==> config.mk <==
export PLATFORM = sky130hd
export DESIGN_NAME = instr_mem_arbiter_flat
export DESIGN_NICKNAME = d
export VERILOG_FILES = /design/src/rtl/instr_mem_arbiter_if.sv /design/src/rtl/instr_mem_arbiter.sv /design/src/flat_wrapper.sv
export SDC_FILE = /design/constraint.sdc
export NUM_CORES = 1
export LEC_CHECK = 0
export BUFFER_PORTS_ARGS = -buffer_cell sky130_fd_sc_hd__buf_2
export CORE_AREA = 2 2 88 90
export DETAILED_ROUTE_END_ITERATION = 7
export DIE_AREA = 0 0 90 92
export SYNTH_ARGS = -nofsm -noshare
export SYNTH_HDL_FRONTEND = slang
export SYNTH_SLANG_ARGS = --single-unit
==> constraint.sdc <==
create_clock -name clk -period 4.9 [get_ports clk]
set_clock_uncertainty 0.2 [all_clocks]
set_input_delay 0.245 -clock clk [delete_from_list [all_inputs] [get_ports clk]]
set_output_delay 0.245 -clock clk [all_outputs]
set_load 0.01 [all_outputs]
==> src/rtl/instr_mem_arbiter_if.sv <==
// Shared instruction-SRAM port bundle: fetch port (p0), bus port (p1) and the SRAM side.
// The arbiter takes the slave view; the surrounding requesters/SRAM take the master view.
interface instr_mem_arbiter_if #(
  parameter int ADDR_WIDTH = 16,
  parameter int DATA_WIDTH = 32
);
  localparam int BE_W = DATA_WIDTH / 8;

  logic                  p0_req_i;
  logic                  p0_gnt_o;
  logic [ADDR_WIDTH-1:0] p0_addr_i;
  logic                  p0_rvalid_o;
  logic [DATA_WIDTH-1:0] p0_rdata_o;

  logic                  p1_req_i;
  logic                  p1_gnt_o;
  logic [ADDR_WIDTH-1:0] p1_addr_i;
  logic                  p1_we_i;
  logic [BE_W-1:0]       p1_be_i;
  logic [DATA_WIDTH-1:0] p1_wdata_i;
  logic                  p1_rvalid_o;
  logic [DATA_WIDTH-1:0] p1_rdata_o;

  logic                  mem_req_o;
  logic [ADDR_WIDTH-1:0] mem_addr_o;
  logic                  mem_we_o;
  logic [BE_W-1:0]       mem_be_o;
  logic [DATA_WIDTH-1:0] mem_wdata_o;
  logic [DATA_WIDTH-1:0] mem_rdata_i;

  modport slave (
    input  p0_req_i, p0_addr_i,
    input  p1_req_i, p1_addr_i, p1_we_i, p1_be_i, p1_wdata_i,
    input  mem_rdata_i,
    output p0_gnt_o, p0_rvalid_o, p0_rdata_o,
    output p1_gnt_o, p1_rvalid_o, p1_rdata_o,
    output mem_req_o, mem_addr_o, mem_we_o, mem_be_o, mem_wdata_o
  );

  modport master (
    output p0_req_i, p0_addr_i,
    output p1_req_i, p1_addr_i, p1_we_i, p1_be_i, p1_wdata_i,
    output mem_rdata_i,
    input  p0_gnt_o, p0_rvalid_o, p0_rdata_o,
    input  p1_gnt_o, p1_rvalid_o, p1_rdata_o,
    input  mem_req_o, mem_addr_o, mem_we_o, mem_be_o, mem_wdata_o
  );
endinterface

==> src/rtl/instr_mem_arbiter.sv <==
// Fixed-priority two-port arbiter in front of the 1-cycle-latency instruction SRAM.
// Fetch (p0) wins contention; a saturating loss counter force-grants the bus port (p1).
module instr_mem_arbiter #(
  parameter int ADDR_WIDTH = 16,
  parameter int DATA_WIDTH = 32,
  parameter int MAX_WAIT   = 4
) (
  input  logic              clk,
  input  logic              rst_n,
  instr_mem_arbiter_if.slave bus
);
  localparam int         BE_W   = DATA_WIDTH / 8;
  localparam logic [7:0] MAX_W8 = 8'(MAX_WAIT);

  logic [7:0]            wait_cnt_q, wait_cnt_d;
  logic                  rsp_valid_q, rsp_valid_d;
  logic                  rsp_owner_q, rsp_owner_d;
  logic                  p0_gnt, p1_gnt;
  logic [ADDR_WIDTH-1:0] addr;
  logic                  we;
  logic [BE_W-1:0]       be;
  logic [DATA_WIDTH-1:0] wdata;

  always_comb begin
    p0_gnt = bus.p0_req_i & ~(bus.p1_req_i & (wait_cnt_q == MAX_W8));
    p1_gnt = bus.p1_req_i & ~p0_gnt;

    addr  = '0;
    we    = 1'b0;
    be    = '0;
    wdata = '0;
    if (p0_gnt) begin
      addr = bus.p0_addr_i;
      be   = '1;
    end else if (p1_gnt) begin
      addr  = bus.p1_addr_i;
      we    = bus.p1_we_i;
      be    = bus.p1_be_i;
      wdata = bus.p1_wdata_i;
    end

    // Only consecutive lost cycles count; any gap or win restarts the count.
    wait_cnt_d = wait_cnt_q;
    if (!bus.p1_req_i || p1_gnt)
      wait_cnt_d = '0;
    else if (wait_cnt_q != MAX_W8)
      wait_cnt_d = wait_cnt_q + 8'd1;

    rsp_valid_d = p0_gnt | p1_gnt;
    rsp_owner_d = p1_gnt;
  end

  always_ff @(posedge clk) begin
    if (!rst_n) begin
      wait_cnt_q  <= '0;
      rsp_valid_q <= 1'b0;
      rsp_owner_q <= 1'b0;
    end else begin
      wait_cnt_q  <= wait_cnt_d;
      rsp_valid_q <= rsp_valid_d;
      rsp_owner_q <= rsp_owner_d;
    end
  end

  assign bus.p0_gnt_o    = p0_gnt;
  assign bus.p1_gnt_o    = p1_gnt;
  assign bus.mem_req_o   = p0_gnt | p1_gnt;
  assign bus.mem_addr_o  = addr;
  assign bus.mem_we_o    = we;
  assign bus.mem_be_o    = be;
  assign bus.mem_wdata_o = wdata;

  assign bus.p0_rvalid_o = rsp_valid_q & ~rsp_owner_q;
  assign bus.p1_rvalid_o = rsp_valid_q &  rsp_owner_q;
  assign bus.p0_rdata_o  = bus.mem_rdata_i;
  assign bus.p1_rdata_o  = bus.mem_rdata_i;
endmodule

==> src/flat_wrapper.sv <==
// flat-port wrapper written by rule: the top's interface ports become plain ports
module instr_mem_arbiter_flat 
#(
  parameter int ADDR_WIDTH = 16,
  parameter int DATA_WIDTH = 32,
  parameter int MAX_WAIT   = 4
)
  (clk, rst_n, bus_p0_req_i, bus_p0_addr_i, bus_p1_req_i, bus_p1_addr_i, bus_p1_we_i, bus_p1_be_i, bus_p1_wdata_i, bus_mem_rdata_i, bus_p0_gnt_o, bus_p0_rvalid_o, bus_p0_rdata_o, bus_p1_gnt_o, bus_p1_rvalid_o, bus_p1_rdata_o, bus_mem_req_o, bus_mem_addr_o, bus_mem_we_o, bus_mem_be_o, bus_mem_wdata_o);
  instr_mem_arbiter_if #(.ADDR_WIDTH(ADDR_WIDTH), .DATA_WIDTH(DATA_WIDTH)) bus_i ();
  input  logic clk;
  input  logic rst_n;
  input wire logic [$bits(bus_i.p0_req_i)-1:0] bus_p0_req_i;
  input wire logic [$bits(bus_i.p0_addr_i)-1:0] bus_p0_addr_i;
  input wire logic [$bits(bus_i.p1_req_i)-1:0] bus_p1_req_i;
  input wire logic [$bits(bus_i.p1_addr_i)-1:0] bus_p1_addr_i;
  input wire logic [$bits(bus_i.p1_we_i)-1:0] bus_p1_we_i;
  input wire logic [$bits(bus_i.p1_be_i)-1:0] bus_p1_be_i;
  input wire logic [$bits(bus_i.p1_wdata_i)-1:0] bus_p1_wdata_i;
  input wire logic [$bits(bus_i.mem_rdata_i)-1:0] bus_mem_rdata_i;
  output wire logic [$bits(bus_i.p0_gnt_o)-1:0] bus_p0_gnt_o;
  output wire logic [$bits(bus_i.p0_rvalid_o)-1:0] bus_p0_rvalid_o;
  output wire logic [$bits(bus_i.p0_rdata_o)-1:0] bus_p0_rdata_o;
  output wire logic [$bits(bus_i.p1_gnt_o)-1:0] bus_p1_gnt_o;
  output wire logic [$bits(bus_i.p1_rvalid_o)-1:0] bus_p1_rvalid_o;
  output wire logic [$bits(bus_i.p1_rdata_o)-1:0] bus_p1_rdata_o;
  output wire logic [$bits(bus_i.mem_req_o)-1:0] bus_mem_req_o;
  output wire logic [$bits(bus_i.mem_addr_o)-1:0] bus_mem_addr_o;
  output wire logic [$bits(bus_i.mem_we_o)-1:0] bus_mem_we_o;
  output wire logic [$bits(bus_i.mem_be_o)-1:0] bus_mem_be_o;
  output wire logic [$bits(bus_i.mem_wdata_o)-1:0] bus_mem_wdata_o;
  assign bus_i.p0_req_i = bus_p0_req_i;
  assign bus_i.p0_addr_i = bus_p0_addr_i;
  assign bus_i.p1_req_i = bus_p1_req_i;
  assign bus_i.p1_addr_i = bus_p1_addr_i;
  assign bus_i.p1_we_i = bus_p1_we_i;
  assign bus_i.p1_be_i = bus_p1_be_i;
  assign bus_i.p1_wdata_i = bus_p1_wdata_i;
  assign bus_i.mem_rdata_i = bus_mem_rdata_i;
  assign bus_p0_gnt_o = bus_i.p0_gnt_o;
  assign bus_p0_rvalid_o = bus_i.p0_rvalid_o;
  assign bus_p0_rdata_o = bus_i.p0_rdata_o;
  assign bus_p1_gnt_o = bus_i.p1_gnt_o;
  assign bus_p1_rvalid_o = bus_i.p1_rvalid_o;
  assign bus_p1_rdata_o = bus_i.p1_rdata_o;
  assign bus_mem_req_o = bus_i.mem_req_o;
  assign bus_mem_addr_o = bus_i.mem_addr_o;
  assign bus_mem_we_o = bus_i.mem_we_o;
  assign bus_mem_be_o = bus_i.mem_be_o;
  assign bus_mem_wdata_o = bus_i.mem_wdata_o;
  instr_mem_arbiter #(.ADDR_WIDTH(ADDR_WIDTH), .DATA_WIDTH(DATA_WIDTH), .MAX_WAIT(MAX_WAIT)) u_core (.clk(clk), .rst_n(rst_n), .bus(bus_i));
endmodule
==> results.json <==
{
  "viasPerCell": 3.905,
  "slew-limit-headroom_pct": 27.79,
  "drcViolationCount": 0,
  "nNetsFinal": 345,
  "power_frac_clock_pct": 30.6,
  "ys_warn_count": 0,
  "fill_cells": 826,
  "most-common-layout-cells": "buf_2 (130), and2_1 (36), a22o_1 (10), dfxtp_1 (10), a22o_2 (6)",
  "syn2layout_area_growth_pct": 20.54,
  "synthesis.nets": 281,
  "cts_max_level": 1,
  "totalWireLength_mm": 3.933,
  "worstPathRequired_ns": 4.45,
  "p_sw_share_pct": 28.81,
  "vias": 1320,
  "drive_above_1_share_pct": 62.71,
  "synth.avg_cell_area_um2": 8.018,
  "setup_ws_ns": 1.787,
  "grt_setup_unrepaired": "no",
  "worstPathMaxFanout": 51,
  "crit_type": "flip-flop to output pin",
  "boundaryPins": 227,
  "die_area_um2": 8280,
  "cts_tree": "yes",
  "multi_input_area_um2": 643.1,
  "firstDrtPassIters": 3,
  "min_path_type": "input pin to flip-flop",
  "critical_path_buf_inv_count": 2,
  "cts_resized": 0,
  "crit_slowest_cell": "o22ai_4",
  "grt.overflow.total": 0,
  "syn-cell-area_um2": 1395,
  "worstMarginPinSlew_ns": 1.083,
  "start_kind": "flip-flop",
  "seq_power_share_pct": 31.3,
  "synth_top_area_share_pct": 35.52,
  "period_needed_ns": 3.113,
  "critPathCaptureType": "output pin",
  "slowest_delay_ns": 0.82,
  "finalSetupViolations": 0,
  "initial_core_util_pct": 18.73,
  "clk_latency_ns": 0.23,
  "total_power_mw": 0.2681,
  "combPwrFrac_pct": 38.2,
  "fin_util_pct": 22.58,
  "ys_top_cells_by_area": "buf_4 (36%), and2_1 (16%), dfxtp_1 (14%), a22o_1 (6.3%), a22o_2 (4.3%)",
  "grt_pass1_vias": 1218,
  "yosysSeqAreaShare_pct": 14.35,
  "crit_chain": "inv_1, ha_1, or4bb_4, o22ai_4, a22o_1, buf_2",
  "ys_types": 27,
  "antenna_found_initial": 0,
  "p_switching_mw": 0.07725,
  "grt_pass1_wl_mm": 5.906,
  "hold_viol_final": 0,
  "core-area_um2": 7447,
  "routedWlPerCell_um": 11.64,
  "place_ws_ns": 2.047,
  "ys_ff_latch": 10,
  "cts-root-buf": "clkbuf_8",
  "timing.fmax_ghz": 0.3212,
  "cts_made_buffers": 3,
  "intPower_mw": 0.1909,
  "cts_buffer_depth": 2,
  "outcome": "complete, no violations",
  "maxSlewViolCount": 0,
  "ant_nets": 0,
  "portBuffers": 130,
  "cp_top_family": "compound AO/OA/AOI/OAI gates",
  "clk_pin_slew_ns": 0.04,
  "row_count": 32,
  "ir_worst_vdd_mv": 0.1178,
  "seqCellArea_um2": 200.2,
  "tns_ns": 0,
  "drt-initial-drc-count": 24,
  "syn_inst": 174,
  "postCtsSetupBuffers": 0,
  "hold_buffers": 0,
  "final_common_cell": "buf_2",
  "grt_max_degree": 52,
  "fp.dieW_um": 90,
  "max-cap-violations": 0,
  "die_height_um": 92,
  "fin_crit_sh_pct": 63.54,
  "yosysTopAreaCell": "buf_4",
  "hpwl_mm": 3.231,
  "diodes": 0,
  "grt_util_all_layers_pct": 8.708,
  "globalplace.congestion": 0.7422,
  "clock_sinks": 10,
  "cp_data_arrival_time_ns": 2.67,
  "leakagePower_nw": 0.9351,
  "power.density_nw_per_um2": 159.4
}
sequential cells by signal, indices dropped and copies added (netlist names):
| register | count |
|---|---|
| u_core.rsp_valid_q | 1 |
| u_core.rsp_owner_q | 1 |
| u_core.wait_cnt_q | 8 |
stage by stage:
stage | cell area (um2) | hold WS [ns] | cells
final | 1682 | 0.06070 | 338
after global placement | 1640 | 0.2571 | 335
after floorplan | 1395 | 0.1667 | 174
after CTS | 1682 | 0.06136 | 338
after detailed placement | 1640 | 0.2743 | 335
after global routing | 1682 | 0.07644 | 338
synth_stat cells (all sizes together):
master,number
xor2,2
or2,1
o21ai,3
and2,36
nand3,3
inv,5
buf,69
o21a,1
clkbuf,2
xnor2,1
nand2,1
o2111ai,1
or3,4
or4bb,1
ha,2
a21oi,3
a21o,4
a22o,16
dfxtp,10
nand4,1
nor2,5
nor2b,1
o22ai,1
or4b,1
routing by layer:
layer / GRT usage, % / wire length [um] / share of wire (%)
met1: 10.53 / 1691 / 43
met5: 0 / 0 / 0
met3: 2.383 / 353 / 9.0
met2: 14.35 / 1797 / 46
met4: 4.103 / 89 / 2.3
area by class of cell:
class                      count  share of cell area [%]
timing repair buffer         130                   38.69
multi-input combinational     88                   38.24
sequential                    10                   11.90
tap                          102                   7.589
clock buffer                   3                   2.455
inverter                       5                   1.116
logic make-up (layout without fill, tap and decap cells):
| family | Yosys count | in the layout | synth area share, % |
|---|---|---|---|
| AOI/OAI and AO/OA | 29 | 29 | 18.38 |
| xor gates and xnor gates | 3 | 3 | 1.884 |
| adders and majority gates | 2 | 2 | 1.793 |
| buffers and inverters | 76 | 138 | 39.55 |
| DFF | 10 | 10 | 14.35 |
| and+or+nand+nor | 54 | 54 | 24.04 |
worst paths after layout:
kind                            cells after the start                               from                                end  slack (ns)
worst max-delay path                                6  u_core.wait_cnt_q[0]$_SDFFE_PP0P_                  bus_mem_addr_o[2]        1.79
worst min register to register                      1  u_core.wait_cnt_q[0]$_SDFFE_PP0P_  u_core.wait_cnt_q[0]$_SDFFE_PP0P_        0.29
worst max register to register                      5  u_core.wait_cnt_q[0]$_SDFFE_PP0P_      u_core.rsp_owner_q$_SDFF_PN0_        2.49
worst min-delay path                                2                              rst_n      u_core.rsp_owner_q$_SDFF_PN0_        0.06
power by group through the flow:
| stage | registers, mW | logic [mW] | clock network (mW) |
|---|---|---|---|
| final | 0.0838 | 0.102 | 0.0820 |
| after global routing | 0.0839 | 0.112 | 0.0877 |
| after CTS | 0.0838 | 0.103 | 0.0832 |
| after detailed placement | 0.0853 | 0.103 | 0 |
| after global placement | 0.0852 | 0.102 | 0 |
| after floorplan | 0.0850 | 0.103 | 0 |
No activity file was read; power rests on OpenSTA's default activity.
